===== src/rtl/mmv_arbiter.sv =====
`default_nettype none
// ============================================================================
// Module   : mmv_arbiter
// Purpose  : Round-robin arbiter sharing one MemoryMapped slave among NPORTS
//            MemoryMapped masters. Outstanding reads are tracked in an ordered
//            queue of port indices, so each returned read word is routed back
//            to the port that issued the read.
// Ports    : rst, clk          - asynchronous active-high reset, clock
//            s_addr/s_wdat     - per-port address / write data (packed, port i
//                                at [i*W +: W])
//            s_wreq/s_rreq     - per-port write / read request
//            s_rdat/s_rval     - shared read data, per-port read-data-valid
//            s_busy            - per-port stall
//            m_addr/m_wdat     - address / write data to the slave
//            m_wreq/m_rreq     - write / read request to the slave
//            m_rdat/m_rval     - read data / read-data-valid from the slave
//            m_busy            - stall from the slave
//            rval_is_odd       - pulse: m_rval seen with no read outstanding
// Revision : 1.0 - initial release
// ============================================================================
module mmv_arbiter #(
  parameter int AWIDTH    = 8,
  parameter int DWIDTH    = 8,
  parameter int NPORTS    = 4,
  parameter int MAXPENDRD = 8
) (
  input  logic                       rst,
  input  logic                       clk,
  input  logic [NPORTS*AWIDTH-1:0]   s_addr,
  input  logic [NPORTS-1:0]          s_wreq,
  input  logic [NPORTS*DWIDTH-1:0]   s_wdat,
  input  logic [NPORTS-1:0]          s_rreq,
  output logic [DWIDTH-1:0]          s_rdat,
  output logic [NPORTS-1:0]          s_rval,
  output logic [NPORTS-1:0]          s_busy,
  output logic [AWIDTH-1:0]          m_addr,
  output logic                       m_wreq,
  output logic [DWIDTH-1:0]          m_wdat,
  output logic                       m_rreq,
  input  logic [DWIDTH-1:0]          m_rdat,
  input  logic                       m_rval,
  input  logic                       m_busy,
  output logic                       rval_is_odd
);

  // --------------------------------------------------------------------------
  // Derived widths and constants
  // --------------------------------------------------------------------------
  localparam int c_PW = (NPORTS > 1) ? $clog2(NPORTS) : 1;     // port index
  localparam int c_QW = (MAXPENDRD > 1) ? $clog2(MAXPENDRD) : 1; // queue ptr
  localparam int c_CW = $clog2(MAXPENDRD + 1);                  // queue count

  localparam logic [c_PW:0]   c_NPORTS_W = (c_PW + 1)'(NPORTS);
  localparam logic [c_PW-1:0] c_LAST_PORT = c_PW'(NPORTS - 1);
  localparam logic [c_QW-1:0] c_QLAST    = c_QW'(MAXPENDRD - 1);
  localparam logic [c_CW-1:0] c_QDEPTH   = c_CW'(MAXPENDRD);

  // --------------------------------------------------------------------------
  // Registered state
  // --------------------------------------------------------------------------
  logic [c_PW-1:0] r_ptr;        // search start for the next unlocked grant
  logic            r_lock;       // grant frozen on r_lock_idx
  logic [c_PW-1:0] r_lock_idx;
  logic [c_PW-1:0] r_mem [MAXPENDRD];
  logic [c_QW-1:0] r_wptr;
  logic [c_QW-1:0] r_rptr;
  logic [c_CW-1:0] r_count;

  // --------------------------------------------------------------------------
  // Combinational signals
  // --------------------------------------------------------------------------
  logic [NPORTS-1:0] w_req;
  logic              w_scan_hit;
  logic [c_PW-1:0]   w_scan_idx;
  logic              w_gnt_valid;
  logic [c_PW-1:0]   w_gnt_idx;
  logic [NPORTS-1:0] w_grant;
  logic              w_sel_wreq;
  logic              w_sel_rreq;
  logic              w_sel_req;
  logic              w_full;
  logic              w_empty;
  logic              w_accept;
  logic              w_push;
  logic              w_pop;
  logic [c_PW-1:0]   w_ptr_next;
  logic [c_PW-1:0]   w_head;
  logic [NPORTS-1:0] w_head_onehot;
  logic [AWIDTH-1:0] w_addr_arr [NPORTS];
  logic [DWIDTH-1:0] w_wdat_arr [NPORTS];

  assign w_req = s_wreq | s_rreq;

  // Unpack the per-port buses and build the per-port stall / one-hot grant.
  genvar gi;
  generate
    for (gi = 0; gi < NPORTS; gi++) begin : g_port
      assign w_addr_arr[gi]    = s_addr[gi*AWIDTH +: AWIDTH];
      assign w_wdat_arr[gi]    = s_wdat[gi*DWIDTH +: DWIDTH];
      assign w_grant[gi]       = w_gnt_valid && (w_gnt_idx == c_PW'(gi));
      assign s_busy[gi]        = ~w_grant[gi] | m_busy | (s_rreq[gi] & w_full);
      assign w_head_onehot[gi] = (w_head == c_PW'(gi));
    end
  endgenerate

  // Round-robin search: first requesting port at or after r_ptr, wrapping
  // from NPORTS-1 back to 0. r_ptr is always < NPORTS, so a single
  // conditional subtraction is enough to wrap the sum.
  always_comb begin
    w_scan_hit = 1'b0;
    w_scan_idx = '0;
    for (int k = 0; k < NPORTS; k++) begin
      logic [c_PW:0] sum;
      sum = {1'b0, r_ptr} + (c_PW + 1)'(k);
      if (sum >= c_NPORTS_W) begin
        sum = sum - c_NPORTS_W;
      end
      if (!w_scan_hit && w_req[sum[c_PW-1:0]]) begin
        w_scan_hit = 1'b1;
        w_scan_idx = sum[c_PW-1:0];
      end
    end
  end

  // A stalled grant stays on its port even if a port nearer r_ptr starts
  // requesting meanwhile, so the locked index is held in its own register.
  assign w_gnt_valid = r_lock | w_scan_hit;
  assign w_gnt_idx   = r_lock ? r_lock_idx : w_scan_idx;

  assign w_sel_wreq  = s_wreq[w_gnt_idx];
  assign w_sel_rreq  = s_rreq[w_gnt_idx];
  assign w_sel_req   = w_sel_wreq | w_sel_rreq;

  assign w_full      = (r_count == c_QDEPTH);
  assign w_empty     = (r_count == '0);

  // Accepted: granted port is requesting and not stalled by the slave or,
  // for a read, by a full queue.
  assign w_accept    = w_gnt_valid & w_sel_req & ~m_busy & ~(w_sel_rreq & w_full);
  assign w_push      = w_accept & w_sel_rreq;
  assign w_pop       = m_rval & ~w_empty;

  assign w_ptr_next  = (w_gnt_idx == c_LAST_PORT) ? '0 : w_gnt_idx + 1'b1;

  // --------------------------------------------------------------------------
  // Forwarding to the slave
  // --------------------------------------------------------------------------
  assign m_addr = w_addr_arr[w_gnt_idx];
  assign m_wdat = w_wdat_arr[w_gnt_idx];
  assign m_wreq = w_gnt_valid & w_sel_wreq;
  assign m_rreq = w_gnt_valid & w_sel_rreq & ~w_full;

  assign w_head = r_mem[r_rptr];

  // --------------------------------------------------------------------------
  // Arbitration state, read queue control and return path
  // --------------------------------------------------------------------------
  always_ff @(posedge clk or posedge rst) begin
    if (rst) begin
      r_ptr       <= '0;
      r_lock      <= 1'b0;
      r_lock_idx  <= '0;
      r_wptr      <= '0;
      r_rptr      <= '0;
      r_count     <= '0;
      s_rval      <= '0;
      s_rdat      <= '0;
      rval_is_odd <= 1'b0;
    end else begin
      // Lock whenever a request was presented on the grant but not taken.
      // A locked port that drops its request simply unlocks here.
      r_lock     <= w_gnt_valid & w_sel_req & ~w_accept;
      r_lock_idx <= w_gnt_idx;

      if (w_accept) begin
        r_ptr <= w_ptr_next;
      end

      if (w_push) begin
        r_wptr <= (r_wptr == c_QLAST) ? '0 : r_wptr + 1'b1;
      end
      if (w_pop) begin
        r_rptr <= (r_rptr == c_QLAST) ? '0 : r_rptr + 1'b1;
      end

      case ({w_push, w_pop})
        2'b10:   r_count <= r_count + 1'b1;
        2'b01:   r_count <= r_count - 1'b1;
        default: r_count <= r_count;
      endcase

      if (m_rval) begin
        s_rdat <= m_rdat;
      end
      s_rval      <= w_pop ? w_head_onehot : '0;
      // A response with nothing outstanding is flagged and dropped.
      rval_is_odd <= m_rval & w_empty;
    end
  end

  // Queue storage needs no reset: entries are only read between push and pop.
  always_ff @(posedge clk) begin
    if (w_push) begin
      r_mem[r_wptr] <= w_gnt_idx;
    end
  end

endmodule
`default_nettype wire


===== config.mk =====
export PLATFORM = sky130hd
export DESIGN_NAME = mmv_arbiter
export DESIGN_NICKNAME = d
export VERILOG_FILES = /design/src/rtl/mmv_arbiter.sv
export SDC_FILE = /design/constraint.sdc
export NUM_CORES = 1
export LEC_CHECK = 0
export ABC_AREA = 1
export CORE_MARGIN = 3
export CORE_UTILIZATION = 40
export CTS_BUF_LIST = sky130_fd_sc_hd__clkbuf_16
export DETAILED_ROUTE_END_ITERATION = 8
export PLACE_DENSITY_LB_ADDON = 0.12
export SETUP_SLACK_MARGIN = 0.2
export SYNTH_ARGS = -nofsm -noshare
export SYNTH_HDL_FRONTEND = slang
export SYNTH_SLANG_ARGS = --single-unit
export TNS_END_PERCENT = 1

===== constraint.sdc =====
create_clock -name clk -period 3.8 [get_ports clk]
set_input_delay 0.57 -clock clk [delete_from_list [all_inputs] [get_ports clk]]
set_output_delay 0.57 -clock clk [all_outputs]
set_load 0.02 [all_outputs]

-- After elaboration in Yosys (flattened, before gate mapping)
Memories as Yosys holds them, arrays and structs flattened.
Cells that the tools add are included.
- $add $sub $neg: 12
- multiply operators: 0
- divide/modulo/power cells: 0
- $lt $le $gt $ge: 10
- eq/ne operators: 11
- shift-type cells: 0
- muxes and demuxes: 38
- bitwise gates (word level): 36
- reductions and logical operators: 14
- operators by type and width (kind ; number):
    8-bit binary-select mux with 2-bit select ; 2
    8-bit two-way mux ; 4
    2-bit two-way mux ; 10
    1-bit AND ; 15
    2-bit by 3-bit < comparator with 1-bit output, second input constant ; 5
    1-bit binary-select mux with 2-bit select ; 6
    3-bit >= comparator, second input constant ; 4
    1-bit two-way mux ; 12
    2-bit equality test, second input constant ; 5
    1-bit OR ; 10
    1-bit NOT ; 9
    4-bit case mux with 2 select lines ; 1
    2-bit by 1-bit subtractor with 2-bit output, second input constant ; 4
    1-bit logical AND ; 7
    2-bit by 2-bit adder with 3-bit output, second input constant ; 2
    3-bit by 1-bit adder with 3-bit output, second input constant ; 2
    2-bit by 1-bit equality test with 1-bit output, second input constant ; 3
    3-bit equality test, second input constant ; 2
    3-bit two-way mux ; 2
    4-bit by 1-bit adder with 4-bit output, second input constant ; 1
    4-bit equality test, second input constant ; 1
    2-bit logical NOT ; 2
    4-bit logical NOT ; 1
    4-bit two-way mux ; 1
    other kinds (8) ; 10
- register bits after elaboration: 28
- bits in latches: 0
- bits in writable memories: 16
- ROM bits: 0
- bits of input ports: 84
- output and inout port bits: 35
- logic and storage cells: 131
- memories kept: 1
- memories (memory ; depth ; bits a word ; read ports ; clocked after memory_dff ; wr ports ; line ; text):
    r_mem ; 8 ; 2 ; 1 ; 0 ; 1 ; 64 ; logic [c_PW-1:0] r_mem [MAXPENDRD];

-- Longest topological paths before layout
- depth in word-level cells: 24
- depth in mapped cells: 26
- mapped depth without buffers: 24

-- Worst setup path after synthesis
No wires, ideal clock.
- path type: input to register
- start point: input port s_wreq[2]
- end point: register r_count[3]
- arrival time: 2931 ps
- setup slack: 790 ps
- stages on the path: 24
- path buffers: 1
- path through: nor2_1 -> nand2_1 -> nand2_1 -> nand2_1 -> nand2_2 -> nand3_2 -> nor2_2 -> nor2_4 -> nand2_2 -> nand2_1 -> nand3_4 -> nand2_4 -> inv_4 -> nand3_4 -> buf_12 -> ha_1 -> nand2_1 -> inv_1 -> nor2_1 -> nand2_1 -> nor2_1 -> a31oi_1 -> a211oi_1 -> xor2_1
- longest elaborated chain between the ends: 23
- ends and longest elaborated chain (what ; line ; text):
    from (decl) ; 30 ; input logic [NPORTS-1:0] s_wreq,
    4-bit OR ; 92 ; assign w_req = s_wreq | s_rreq;
    1-bit binary-select mux with 2-bit select ; 118 ; if (!w_scan_hit && w_req[sum[c_PW-1:0]]) begin
    1-bit two-way mux (implied by the code) ; 118 ;
    1-bit two-way mux ; 118 ;
    1-bit logical NOT ; 118 ;
    1-bit logical AND ; 118 ;
    1-bit two-way mux ; 118 ;
    1-bit logical NOT ; 118 ;
    (+5 left out) ; -- ;
    2-bit two-way mux ; 128 ; assign w_gnt_idx = r_lock ? r_lock_idx : w_scan_idx;
    1-bit binary-select mux with 2-bit select, on equally long branches ; 130, 131 ;
    1-bit two-way mux, on equally long branches ; 130, 131 ;
    1-bit OR ; 132 ; assign w_sel_req = w_sel_wreq | w_sel_rreq;
    1-bit AND (3 in series) ; 139 ; assign w_accept = w_gnt_valid & w_sel_req & ~m_busy & ~(w_sel_rreq & w_full);
    1-bit AND * ; 140 ; assign w_push = w_accept & w_sel_rreq;
    2-bit by 1-bit equality test with 1-bit output or 2-bit equality test (tied branches) ; 186 ; case ({w_push, w_pop})
    4-bit case mux with 2 select lines or 2-bit nonzero test (tied branches) ; -- ;
    to (signal assigned) ; 187 ; 2'b10: r_count <= r_count + 1'b1;
    to (signal assigned) ; 188 ; 2'b01: r_count <= r_count - 1'b1;
    to (signal assigned) ; 189 ; default: r_count <= r_count;
    to (decl) ; 67 ; logic [c_CW-1:0] r_count;
Mark *: on every way between the ends. The rest lies on a longest branch, timed or not. The select of a mux whose other input is x is not followed.
A chain may end at the register's enable or synchronous reset.

-- Final worst setup path
- start point: input port s_wreq[1]
- end point: register r_count[3]
The elaborated chain is that of the path after synthesis.

==> results.toml <==
[status]
status = "finished, final reports clean"

[timing]
clock.fmax_ghz = 0.283
hold_viol = 0
slew_headroom = 0.297
finalSetupViolCount = 0
fin_crit_sh = 0.930
grt_setup_unrepaired = "true"
setup_tns_ns = 0
min_period_ns = 3.53
final.setup_skew_ns = 0.00565
finalMaxSlewViolations = 0
worst_slew_pin_slew_ns = 1.05

[cells_and_area]
final_util = 0.643
fill_cells = 594
nets = 601
drive_gt1_frac = 0.138
fin_area_mm2 = 0.00447
regArea_mm2 = 0.00118
antennaDiodeCount = 0
area_growth_syn_to_layout_pct = 52.6
final_cell_mix = "96 x clkdlybuf4s50_1, 81 x nand2_1, 58 x nor2_1"
final_common_cell = "clkdlybuf4s50_1"
multi_input_area_mm2 = 0.00158

[flow_run]
drv_cap = 0

[power]
p_int_w = 0.00218
swShare = 0.492
p_switching_w = 0.00211
seqPwrFrac = 0.192
ir_drop_mv = 0.583
combPwrFrac = 0.697
p_clk_frac = 0.111
p_per_area_mw_per_mm2 = 960
total_leakage_power_nw = 1.96

[yosys]
synth_cell_types = 31
ys_seq_elements = 44
ys_seq_area_frac = 0.404
synth_warnings = 0
syn_area_mm2 = 0.00293
synth.net_count = 472
syn_inst = 377
syn_avg_cell_area_um2 = 7.76

[detailed_routing]
routed_wirelength_um = 8030
viasPerCell = 5.05
drt_iter0_markers = 123
dr.pass1.iters = 4
ant_nets = 0
drc = 0
vias = 3043
wl_per_cell_um = 13.3

[cts]
insertion_delay_ns = 0.28
cts.clk_slew.worst_paths_ns = 0.06
cts_setup_buffers = 0
clockBufferDepth = 2
cts_tree = "built"
clock-root-buffer = "clkbuf_16"
cts_hold_buf = 0
cts_max_level = 2
cts_resized = 20
cts_buffers = 5
cts.sinks = 44

[die]
floorplan.die_area_mm2 = 0.00838
die_w_um = 91.5
ios = 119
start_util = 0.421
fp.coreArea_mm2 = 0.00694
die_h_um = 91.5
fp-row-count = 30

[setup_path]
crit_buf_inv = 4
slowest_delay_ns = 0.45
timing.rr.start = "r_ptr[0]"
r2r-end = "r_count[3]"
ff2ff_path_depth = 23
critPathLaunchType = "input pin"
cp_slowest_cell = "clkdlybuf4s50_1"
critPathTopFamily = "simple AND/OR/NAND/NOR gates"
required_ns = 4.01
cp_max_fo = 13
worst_ep_arrival_time_ns = 3.74
cp_common_cell = "nand2_1"
r2r_slack_ns = 0.49
worstSetupPathType = "input pin to register"
worst_setup_path_end_kind = "register"

[global_routing]
grt_pass1_vias = 2817
grt_max_degree = 29
grt_pass1_wl_um = 13000
antenna_found_initial = 0
grt_use_total = 0.190
grt.overflow.total = 0

[placement]
place_congestion = 0.866
dpl.hpwl_um = 6420
numPortBuffers = 118
place_area_mm2 = 0.00429

[min_path]
hold_end = "s_rdat[5]"
min_from = "s_rdat[5]"
holdPathStages = 2
worstHoldPathType = "register to register"
==> power by group through the flow <==
stage / logic (W) / clock network (W) / registers [W]
final: 0.00299 / 0.000476 / 0.000822
after global routing: 0.00331 / 0.000501 / 0.000843
after CTS: 0.00301 / 0.000486 / 0.000820
after detailed placement: 0.00315 / 0 / 0.000827
after global placement: 0.00311 / 0 / 0.000826
after floorplan: 0.00198 / 0 / 0.000797
==> routing by layer <==
| metal | vias to the layer above | routed length, um | track usage |
|---|---|---|---|
| met5 | - | 0 | 0 |
| met4 | 0 | 135 | 0.0553 |
| met3 | 10 | 662 | 0.0588 |
| met2 | 116 | 4000 | 0.331 |
| met1 | 1394 | 3230 | 0.224 |
| li1 | 1523 | - | - |
==> flip-flops by register name, summed over array words and instances, names as in the netlist <==
signal / flops
r_count: 4
r_lock: 1
r_lock_idx: 2
r_mem: 16
r_ptr: 2
r_rptr: 3
r_wptr: 3
rval_is_odd: 1
s_rdat: 8
s_rval: 4
==> tightest hold or removal path, cell delays in order, from the launching register on <==
cell and delay, ns:
dfrtp_1 0.34, nand2_1 0.05, nand2_1 0.05
==> cells in the mapped netlist (all sizes together) <==
master | n | area share
o22ai | 20 | 0.043
clkinv | 2 | 0.0026
xor2 | 2 | 0.0086
nand4 | 6 | 0.013
buf | 12 | 0.032
o21ai | 45 | 0.077
dfrtp | 28 | 0.24
edfxtp | 16 | 0.16
nand2 | 93 | 0.13
ha | 11 | 0.047
xnor2 | 4 | 0.015
nor2 | 74 | 0.11
clkbuf | 2 | 0.0026
nand3 | 34 | 0.074
inv | 23 | 0.031
a211oi | 1 | 0.0026
a21oi | 3 | 0.0090
a31oi | 1 | 0.0021
==> logic make-up after synthesis <==
kind of cell               Yosys count  share of synthesized area
and+or+nand+nor                    207                      0.324
xor gates and xnor gates             6                     0.0231
buffers and inverters               39                     0.0684
adders and majority gates           11                     0.0470
AOI/OAI and AO/OA                   70                      0.133
DFF                                 44                      0.404
==> area by class of cell <==
type | instances | area share
clock buffer | 5 | 0.0280
clock inverter | 3 | 0.00868
inverter | 25 | 0.0227
multi-input combinational | 294 | 0.353
sequential | 44 | 0.264
tap | 96 | 0.0269
timing repair buffer | 136 | 0.296
==> stage by stage <==
stage,std cells,power [W],worst slack (ns),hold slack (ns)
after global placement,595,0.00393,0.0329,0.453
after detailed placement,595,0.00398,-0.0606,0.457
after CTS,603,0.00431,-0.00647,0.472
after global routing,603,0.00465,0.00773,0.497
after floorplan,377,0.00277,0.790,0.464
final,603,0.00429,0.266,0.470
==> worst max-delay path by stage <==
stage,start,end,slack (ns),cells after the start
after floorplan,s_wreq[2],r_count[3],0.79,24
after global placement,s_wreq[1],m_addr[7],0.03,13
after detailed placement,s_wreq[1],r_count[3],-0.06,25
after CTS,s_wreq[1],m_addr[2],-0.006,15
after global routing,s_wreq[1],r_count[3],0.008,25
final,s_wreq[1],r_count[3],0.27,25
Power figures use the tool's default switching activity.
